$ cat src/rtl/ldpc_ber_multi_regmap.sv
// Register map for a multi-channel LDPC BER tester: per-channel control, timed SW
// reset, atomic 64-bit counter snapshots and a shared failed-block event FIFO.
module ldpc_ber_multi_regmap #(
  parameter logic [31:0] SEED_ID       = 32'd0,
  parameter int          ADDRESS_WIDTH = 10,
  parameter int          NUM_CH        = 4,
  parameter int          FIFO_DEPTH    = 8
) (
  input  logic                     up_clk,
  input  logic                     up_resetn,
  input  logic                     up_rreq,
  output logic                     up_rack,
  input  logic [ADDRESS_WIDTH-1:0] up_raddr,
  output logic [31:0]              up_rdata,
  input  logic                     up_wreq,
  output logic                     up_wack,
  input  logic [ADDRESS_WIDTH-1:0] up_waddr,
  input  logic [31:0]              up_wdata,
  output logic                     up_interrupt,
  output logic [NUM_CH-1:0]        ch_en,
  output logic [NUM_CH-1:0]        ch_sw_resetn,
  output logic [16*NUM_CH-1:0]     ch_factor,
  output logic [8*NUM_CH-1:0]      ch_offset,
  input  logic [64*NUM_CH-1:0]     ch_finished_blocks,
  input  logic [64*NUM_CH-1:0]     ch_bit_errors,
  input  logic [64*NUM_CH-1:0]     ch_failed_blocks,
  input  logic [32*NUM_CH-1:0]     ch_in_flight,
  input  logic [NUM_CH-1:0]        ch_fail_valid,
  input  logic [64*NUM_CH-1:0]     ch_fail_data
);

  localparam int AW  = ADDRESS_WIDTH;
  localparam int AHW = ADDRESS_WIDTH - 4;
  localparam int PW  = (FIFO_DEPTH > 1) ? $clog2(FIFO_DEPTH) : 1;
  localparam int LW  = PW + 1;
  localparam logic [31:0] VERSION = 32'h00020061;
  localparam logic [31:0] MAGIC   = 32'h4350444C;

  logic [31:0]       scratch;
  logic [1:0]        irq_enable;
  logic              irq_ovf;
  logic [15:0]       overflow_cnt;
  logic [4:0]        swr_cnt   [NUM_CH];
  logic [63:0]       snap_fin  [NUM_CH];
  logic [63:0]       snap_err  [NUM_CH];
  logic [63:0]       snap_fail [NUM_CH];
  logic [63:0]       hold      [NUM_CH];
  logic [NUM_CH-1:0] pending;

  logic [67:0]       fifo_mem [FIFO_DEPTH];
  logic [PW-1:0]     wr_ptr, rd_ptr;
  logic [LW-1:0]     level;
  logic [67:0]       head;
  logic              fifo_empty, fifo_full, push, pop;
  logic [3:0]        push_ch;
  logic [63:0]       push_data;
  logic [NUM_CH-1:0] drop;
  logic [3:0]        drop_cnt;
  logic [16:0]       ovf_sum;
  logic [1:0]        irq_status;
  logic [NUM_CH-1:0] ctrl_wr, cfg_wr, snap_wr;
  logic [31:0]       rdata_nxt;

  assign fifo_empty = (level == '0);
  assign fifo_full  = (level == LW'(FIFO_DEPTH));
  assign head       = fifo_mem[rd_ptr];
  assign pop        = up_rreq && (up_raddr == AW'(13)) && !fifo_empty;
  assign irq_status = {irq_ovf, !fifo_empty};

  always_comb begin
    ctrl_wr = '0;
    cfg_wr  = '0;
    snap_wr = '0;
    for (int c = 0; c < NUM_CH; c++) begin
      if (up_wreq && up_waddr[AW-1:4] == AHW'(c + 2)) begin
        ctrl_wr[c] = (up_waddr[3:0] == 4'h0);
        cfg_wr[c]  = (up_waddr[3:0] == 4'h1);
        snap_wr[c] = (up_waddr[3:0] == 4'h2);
      end
    end
  end

  // Lowest-index pending channel wins; a pulse on the channel being pushed is not a drop
  always_comb begin
    push      = 1'b0;
    push_ch   = '0;
    push_data = '0;
    for (int c = NUM_CH - 1; c >= 0; c--) begin
      if (pending[c]) begin
        push      = 1'b1;
        push_ch   = 4'(c);
        push_data = hold[c];
      end
    end
    if (fifo_full) push = 1'b0;
    drop     = '0;
    drop_cnt = '0;
    for (int c = 0; c < NUM_CH; c++) begin
      if (ch_sw_resetn[c] && ch_fail_valid[c] && pending[c] && !(push && push_ch == 4'(c))) begin
        drop[c]  = 1'b1;
        drop_cnt = drop_cnt + 4'd1;
      end
    end
    ovf_sum = {1'b0, overflow_cnt} + {13'd0, drop_cnt};
  end

  always_comb begin
    rdata_nxt = '0;
    case (up_raddr)
      AW'(0):  rdata_nxt = VERSION;
      AW'(1):  rdata_nxt = SEED_ID;
      AW'(2):  rdata_nxt = scratch;
      AW'(3):  rdata_nxt = MAGIC;
      AW'(4):  rdata_nxt = 32'(NUM_CH);
      AW'(8):  rdata_nxt = {30'd0, irq_enable};
      AW'(9):  rdata_nxt = {30'd0, irq_status};
      AW'(10): rdata_nxt = {overflow_cnt, 16'(level)};
      AW'(11): rdata_nxt = fifo_empty ? '0 : {1'b1, 27'd0, head[67:64]};
      AW'(12): rdata_nxt = fifo_empty ? '0 : head[31:0];
      AW'(13): rdata_nxt = fifo_empty ? '0 : head[63:32];
      default: ;
    endcase
    for (int c = 0; c < NUM_CH; c++) begin
      if (up_raddr[AW-1:4] == AHW'(c + 2)) begin
        case (up_raddr[3:0])
          4'h0:    rdata_nxt = {30'd0, ch_sw_resetn[c], ch_en[c]};
          4'h1:    rdata_nxt = {8'd0, ch_offset[8*c +: 8], ch_factor[16*c +: 16]};
          4'h4:    rdata_nxt = snap_fin[c][31:0];
          4'h5:    rdata_nxt = snap_fin[c][63:32];
          4'h6:    rdata_nxt = snap_err[c][31:0];
          4'h7:    rdata_nxt = snap_err[c][63:32];
          4'h8:    rdata_nxt = snap_fail[c][31:0];
          4'h9:    rdata_nxt = snap_fail[c][63:32];
          4'hA:    rdata_nxt = ch_in_flight[32*c +: 32];
          default: ;
        endcase
      end
    end
  end

  // Overflow clear loses to a drop in the same cycle
  always_ff @(posedge up_clk) begin
    if (!up_resetn) begin
      up_wack      <= 1'b0;
      up_rack      <= 1'b0;
      up_rdata     <= '0;
      up_interrupt <= 1'b0;
      scratch      <= '0;
      irq_enable   <= '0;
      irq_ovf      <= 1'b0;
      overflow_cnt <= '0;
      wr_ptr       <= '0;
      rd_ptr       <= '0;
      level        <= '0;
    end else begin
      up_wack      <= up_wreq;
      up_rack      <= up_rreq;
      up_rdata     <= up_rreq ? rdata_nxt : '0;
      up_interrupt <= |(irq_status & irq_enable);
      if (up_wreq && up_waddr == AW'(2)) scratch <= up_wdata;
      if (up_wreq && up_waddr == AW'(8)) irq_enable <= up_wdata[1:0];
      if (|drop) irq_ovf <= 1'b1;
      else if (up_wreq && up_waddr == AW'(9) && up_wdata[1]) irq_ovf <= 1'b0;
      overflow_cnt <= ovf_sum[16] ? 16'hFFFF : ovf_sum[15:0];
      if (push) wr_ptr <= wr_ptr + 1'b1;
      if (pop) rd_ptr <= rd_ptr + 1'b1;
      if (push && !pop) level <= level + 1'b1;
      else if (pop && !push) level <= level - 1'b1;
    end
  end

  always_ff @(posedge up_clk) begin
    if (up_resetn && push) fifo_mem[wr_ptr] <= {push_ch, push_data};
  end

  // ch_sw_resetn is registered from the counter so the low window starts one cycle after up_wack
  always_ff @(posedge up_clk) begin
    if (!up_resetn) begin
      ch_en        <= '0;
      ch_sw_resetn <= '0;
      ch_factor    <= '0;
      ch_offset    <= '0;
      pending      <= '0;
      for (int c = 0; c < NUM_CH; c++) begin
        swr_cnt[c]   <= '0;
        snap_fin[c]  <= '0;
        snap_err[c]  <= '0;
        snap_fail[c] <= '0;
        hold[c]      <= '0;
      end
    end else begin
      for (int c = 0; c < NUM_CH; c++) begin
        ch_sw_resetn[c] <= (swr_cnt[c] == 5'd0);
        if (ctrl_wr[c] && up_wdata[1]) swr_cnt[c] <= 5'd16;
        else if (swr_cnt[c] != 5'd0) swr_cnt[c] <= swr_cnt[c] - 5'd1;
        if (ctrl_wr[c]) ch_en[c] <= up_wdata[0];
        if (cfg_wr[c]) begin
          ch_factor[16*c +: 16] <= up_wdata[15:0];
          ch_offset[8*c +: 8]   <= up_wdata[23:16];
        end
        if (snap_wr[c]) begin
          snap_fin[c]  <= ch_finished_blocks[64*c +: 64];
          snap_err[c]  <= ch_bit_errors[64*c +: 64];
          snap_fail[c] <= ch_failed_blocks[64*c +: 64];
        end
        if (!ch_sw_resetn[c]) pending[c] <= 1'b0;
        else if (ch_fail_valid[c] && !drop[c]) begin
          pending[c] <= 1'b1;
          hold[c]    <= ch_fail_data[64*c +: 64];
        end else if (push && push_ch == 4'(c)) pending[c] <= 1'b0;
      end
    end
  end

endmodule
$ cat config.mk
export PLATFORM = sky130hd
export DESIGN_NAME = ldpc_ber_multi_regmap
export DESIGN_NICKNAME = d
export VERILOG_FILES = /design/src/rtl/ldpc_ber_multi_regmap.sv
export SDC_FILE = /design/constraint.sdc
export NUM_CORES = 2
export LEC_CHECK = 0
export ABC_CLOCK_PERIOD_IN_PS = 18200
export BUFFER_PORTS_ARGS = -buffer_cell sky130_fd_sc_hd__buf_2
export CORE_AREA = 2 2 525 527
export CTS_CLUSTER_DIAMETER = 80
export CTS_CLUSTER_SIZE = 14
export DETAILED_ROUTE_END_ITERATION = 10
export DIE_AREA = 0 0 527 529
export PLACE_DENSITY = 0.5
export SYNTH_ARGS = -nofsm -noshare
export SYNTH_HDL_FRONTEND = slang
export SYNTH_SLANG_ARGS = --single-unit
$ cat constraint.sdc
create_clock -name up_clk -period 18.2 [get_ports up_clk]
set_input_delay 1.82 -clock up_clk [delete_from_list [all_inputs] [get_ports up_clk]]
set_output_delay 1.82 -clock up_clk [all_outputs]
set_load 0.05 [all_outputs]
Word level (Yosys, flattened, before mapping). Memories as Yosys holds them, arrays and structs flattened. A register that Yosys moved wholly into a read port is not among the register bits. Cells that the tools add are included.

Register bits: 204. Memory bits (writable): 1588. Bits of input ports: 1212. Output and inout port bits: 139. Logic and storage cells: 322. Memories: 6.

Add/subtract/negate cells: 12. Equal/unequal tests: 34. Muxes and demuxes: 143. Bitwise logic cells: 25. Reductions and logical operators: 74.

Memories: fifo_mem (words 8, bits a word 68, rd ports 1, clocked after memory_dff 1, wr ports 1, line 50) `logic [67:0] fifo_mem [FIFO_DEPTH];`; hold (words 4, bits a word 64, rd ports 4, clocked after memory_dff 0, wr ports 4, line 47) `logic [63:0] hold [NUM_CH];`; snap_err (words 4, bits a word 64, rd ports 4, clocked after memory_dff 0, wr ports 4, line 45) `logic [63:0] snap_err [NUM_CH];`; snap_fail (words 4, bits a word 64, rd ports 4, clocked after memory_dff 0, wr ports 4, line 46) `logic [63:0] snap_fail [NUM_CH];`; snap_fin (words 4, bits a word 64, rd ports 4, clocked after memory_dff 0, wr ports 4, line 44) `logic [63:0] snap_fin [NUM_CH];`; swr_cnt (words 4, bits a word 5, rd ports 4, clocked after memory_dff 0, wr ports 4, line 43) `logic [4:0] swr_cnt [NUM_CH];`.

Operators with widths (number): 64-bit two-way mux (20); 32-bit one-hot mux with 9 select lines (4); 32-bit one-hot mux with 10 select lines (1); 32-bit two-way mux (7); 1-bit two-way mux (91); 10-bit by 4-bit equality test with 1-bit output (second input constant) (8); 5-bit two-way mux (8); 1-bit logical AND (37); 4-bit two-way mux (8); 10-bit by 2-bit equality test with 1-bit output (second input constant) (3); 6-bit by 2-bit equality test with 1-bit output (second input constant) (4); 6-bit by 3-bit equality test with 1-bit output (second input constant) (4); 1-bit OR (24); 5-bit logical NOT (4); 5-bit nonzero test (4); 5-bit by 1-bit subtractor with 5-bit output (second input constant) (4); 16-bit by 4-bit adder with 17-bit output (1); 4-bit by 1-bit adder with 4-bit output (second input constant) (4); 4-bit by 3-bit equality test with 1-bit output (second input constant) (4); 4-bit equality test (second input constant) (4); 4-bit logical NOT (4); 16-bit two-way mux (1); 4-bit by 1-bit equality test with 1-bit output (second input constant) (3); 4-bit by 2-bit equality test with 1-bit output (second input constant) (3); 12 further kinds (33).

Depth between registers and ports, before layout.
Word-level depth: 17. Gate-level depth with buffers: 18. Depth with buffers taken out: 17.

Least setup slack after synthesis. Ideal clock, no wire load.

Path type: input -> register. From: in up_waddr[7]. To: mem snap_err[0][0], enable pin. Setup time: 1.010 ns. Arrival time: 16.176 ns. Data required time: 17.190 ns. Setup slack: 1.014 ns. Stages on the path: 4. Path buffers: 0. Cells stage by stage: or4b_4 nor3b_2 nand2b_1 o21ai_0.

RTL lines: start: declaration (line 17) `input logic [ADDRESS_WIDTH-1:0] up_waddr,`; end: declaration (line 45).

Worst setup path after layout.
From: in up_raddr[2]. To: reg up_rdata[9].

Word-level cells in the longest chain between the ends: 10. Elaborated cells between the ends (all ways): 28. Those cells by class: eq/ne: 17; mux: 9; reduce/logical: 2.

Ends and longest elaborated chain: start: declaration (line 13) `input logic [ADDRESS_WIDTH-1:0] up_raddr,`; 10-bit by 4-bit equality test with 1-bit output, or another cell as far along (line 109) `case (up_raddr)`; 32-bit one-hot mux with 10 select lines (line 109); 32-bit one-hot mux with 9 select lines (line 125) `case (up_raddr[3:0])`; 32-bit two-way mux (line 124) `if (up_raddr[AW-1:4] == AHW'(c + 2)) begin`; 32-bit one-hot mux with 9 select lines (line 125); 32-bit two-way mux (line 124); 32-bit one-hot mux with 9 select lines (line 125); 32-bit two-way mux (line 124); 32-bit one-hot mux with 9 select lines (line 125); 32-bit two-way mux * (line 124); end signal: assignment (line 158) `up_rdata <= up_rreq ? rdata_nxt : '0;`; end: declaration (line 14) `output logic [31:0] up_rdata,`.

Mark *: on every way between the ends. The rest lies on a longest branch, timed or not. A chain may end at the register's enable or synchronous reset.

==> results.md <==
* Status: finished clean
* CP max FO at 49
* Global-route wire length before repair at 547,000 um
* Critical Path End Type: flip-flop
* Synth Instances at 5,540
* Syn nets at 6,774
* Arr. time, crit path at 6.46 ns
* Top cells by area, synth: edfxtp_1, and2_1, dfxtp_1, mux4_2, a22oi_1
* CTS tree: done
* Commonest non-fill, non-tap cell in the layout: edfxtp_1
* Die Wd at 527 um
* Vias in the first global route at 55,400
* Worst slew pin tran at 1.36 ns
* Synth Area per Inst at 13.8 um2
* Final Instance Area at 92,800 um2
* DRT Wirelength at 433,000 um
* Site Rows at 192
* Rel. slew slack at 8.18%
* Peak VDD IR at 0.0692 mV
* Synth unique cells at 85
* Starting Density at 28.1%
* Startpoint Class: input port
* Antenna viol nets, final at 0
* Fin. max-slew vios at 0
* Pre-antenna DRT Iters at 6
* GP Congestion at 1.01
* CTS buffer count at 165
* Area delta synth->final at 21.1%
* Final setup violation count at 0
* Clock Sinks at 1,779
* Root Driver: clkbuf_16
* Most frequent cells in the layout: edfxtp_1, buf_2, and2_1
* Primary FF master, synth: edfxtp_1
* WS Path Type: in2reg
* DRT iter0 DRCs at 7,905
* DR vias/cell at 5.43
* Post-DR wirelength/cell at 40.7 um
* Setup crit start: up_raddr[2]
* Post-CTS Setup Bufs at 0
* EDFF count, synth at 1,572
* Period utilization at 31.3%
* Final Hold Violating Endpoints at 0
* MaxCap Viol Count at 0
* Post-synth top area share at 61.6%
* IO Count at 1,351
* Cell taking the most area after synthesis: edfxtp_1
* Initial antenna violation count at 266
* Worst-Skew Late Latency at 0.88 ns
* Synth Warn # at 0
* Fin crit period at 5.70 ns
* Post-route DRC at 0
* Async S/R FF share, synth at 0%
* Clock transition at the registers of the reported paths at 0.06 ns
* RSZ-0062 raised after global routing: no
* Final nets at 8,025
* CP required at 18.96 ns
* Die area at 279,000 um2
* Synth Cell Area at 76,600 um2
* Largest net degree at the start of global routing at 193
* CORE AREA at 273,000 um2
* Post-DP HPWL at 331,000 um
* Post-cts resize count at 0
* Min-delay src: scratch[10]
* Hold_buf cts at 0
* Post-synthesis sequential area ratio at 67.0%
* Bufs on Longest Clock Path at 4
* Total gr overflow at 0
* Htree depth at 4
* PD cells at 98.1 nW/um2
* F_max at 0.175 GHz
* Vias at 57,700
* Clk_skew at 0.0882 ns
* GRT Util Overall at 29.8%
* Port bufs at 1,350
* Die H at 529 um
* Hold Crit Class: reg2reg
* Pleak at 33.6 nW
* Final TNS setup at 0 ns
* Post-synthesis register bit count at 1,779
* Placed Area at 87,600 um2
* Share of cells above drive strength 1 at 28.7%
metrics by stage:
stage,util (%),instances,worst slack (ns),hold WS (ns),power [W]
floorplan,-,5540,1.01,0.432,0.00529
global route,34.0,10600,12.63,0.472,0.00932
global placement,32.1,10200,11.97,0.438,0.00582
CTS,33.8,10500,12.77,0.456,0.00913
detailed placement,32.1,10200,11.90,0.446,0.00583
finish,34.0,10600,12.50,0.454,0.00910
Yosys cell counts (all sizes together), types with 10 or more instances:
cell,n
a2111oi,11
a211oi,14
a21oi,254
a221oi,62
a222oi,23
a22o,45
a22oi,310
a31oi,25
and2,1037
and3,10
buf,152
clkbuf,252
dfxtp,207
edfxtp,1572
ha,20
inv,26
mux2,38
mux2i,184
mux4,135
nand2,341
nand3,37
nand4,31
nor2,248
nor2b,14
nor3,37
nor3b,11
nor4,11
nor4b,10
o211ai,18
o21ai,163
o221ai,23
o22ai,53
xnor2,19
logic make-up after synthesis:
family | count (synthesis) | synth area share (%)
AND/OR/NAND/NOR | 1839 | 13.3
flip-flops | 1779 | 67.0
AO/OA/AOI/OAI | 1084 | 9.59
buffers and inverters | 431 | 2.42
multiplexers | 357 | 6.93
XOR/XNOR | 27 | 0.309
adder cells (fa/ha/maj) | 22 | 0.379
other | 1 | 0.00490
state kept, by name (all words and copies together) (netlist names), 16 cells and up, named ones only:
register / flops
ch_factor: 64
ch_offset: 32
fifo_mem: 528
hold: 256
overflow_cnt: 16
scratch: 32
snap_err: 256
snap_fail: 256
snap_fin: 256
swr_cnt: 20
up_rdata: 32
worst paths after layout:
| kind | end | cells past startpoint | slack [ns] |
|---|---|---|---|
| max reg2reg | up_rdata[22] | 8 | 13.11 |
| max | up_rdata[9] | 10 | 12.50 |
| min reg2reg | scratch[10] | 2 | 0.45 |
| min | scratch[10] | 2 | 0.45 |
final cells by class:
class                      instances  area (um2)
timing repair buffer            1488        7870
tap                             3589        4490
antenna                          182         455
multi-input combinational       3330       23800
sequential                      1779       51400
inverter                          27         109
clock inverter                    33         287
fill                           27300      180000
clock buffer                     205        4390
worst max-delay path, cell delays in order:
cell	delay [ns]
buf_4	0.42
buf_4	0.72
nor4bb_4	1.10
buf_4	0.77
a22o_1	0.25
a221oi_1	0.08
a31oi_1	0.37
o21ai_0	0.37
buf_4	0.25
a21oi_1	0.15
per-layer routing:
metal,up-vias,routed length [um],GRT usage [%]
li1,23500,-,-
met1,29100,148000,32.9
met2,3936,206000,49.5
met3,1126,41700,8.56
met4,56,36300,21.1
met5,-,355,0
power breakdown:
group / total [W] / internal, W / switching, W / leakage (nW)
sequential: 0.00483 / 0.00470 / 0.000132 / 17.0
clock: 0.00333 / 0.00172 / 0.00161 / 2.29
combinational: 0.000937 / 0.000281 / 0.000657 / 14.3
total: 0.00910 / 0.00670 / 0.00240 / 33.6
No activity file was read; power rests on OpenSTA's default activity.
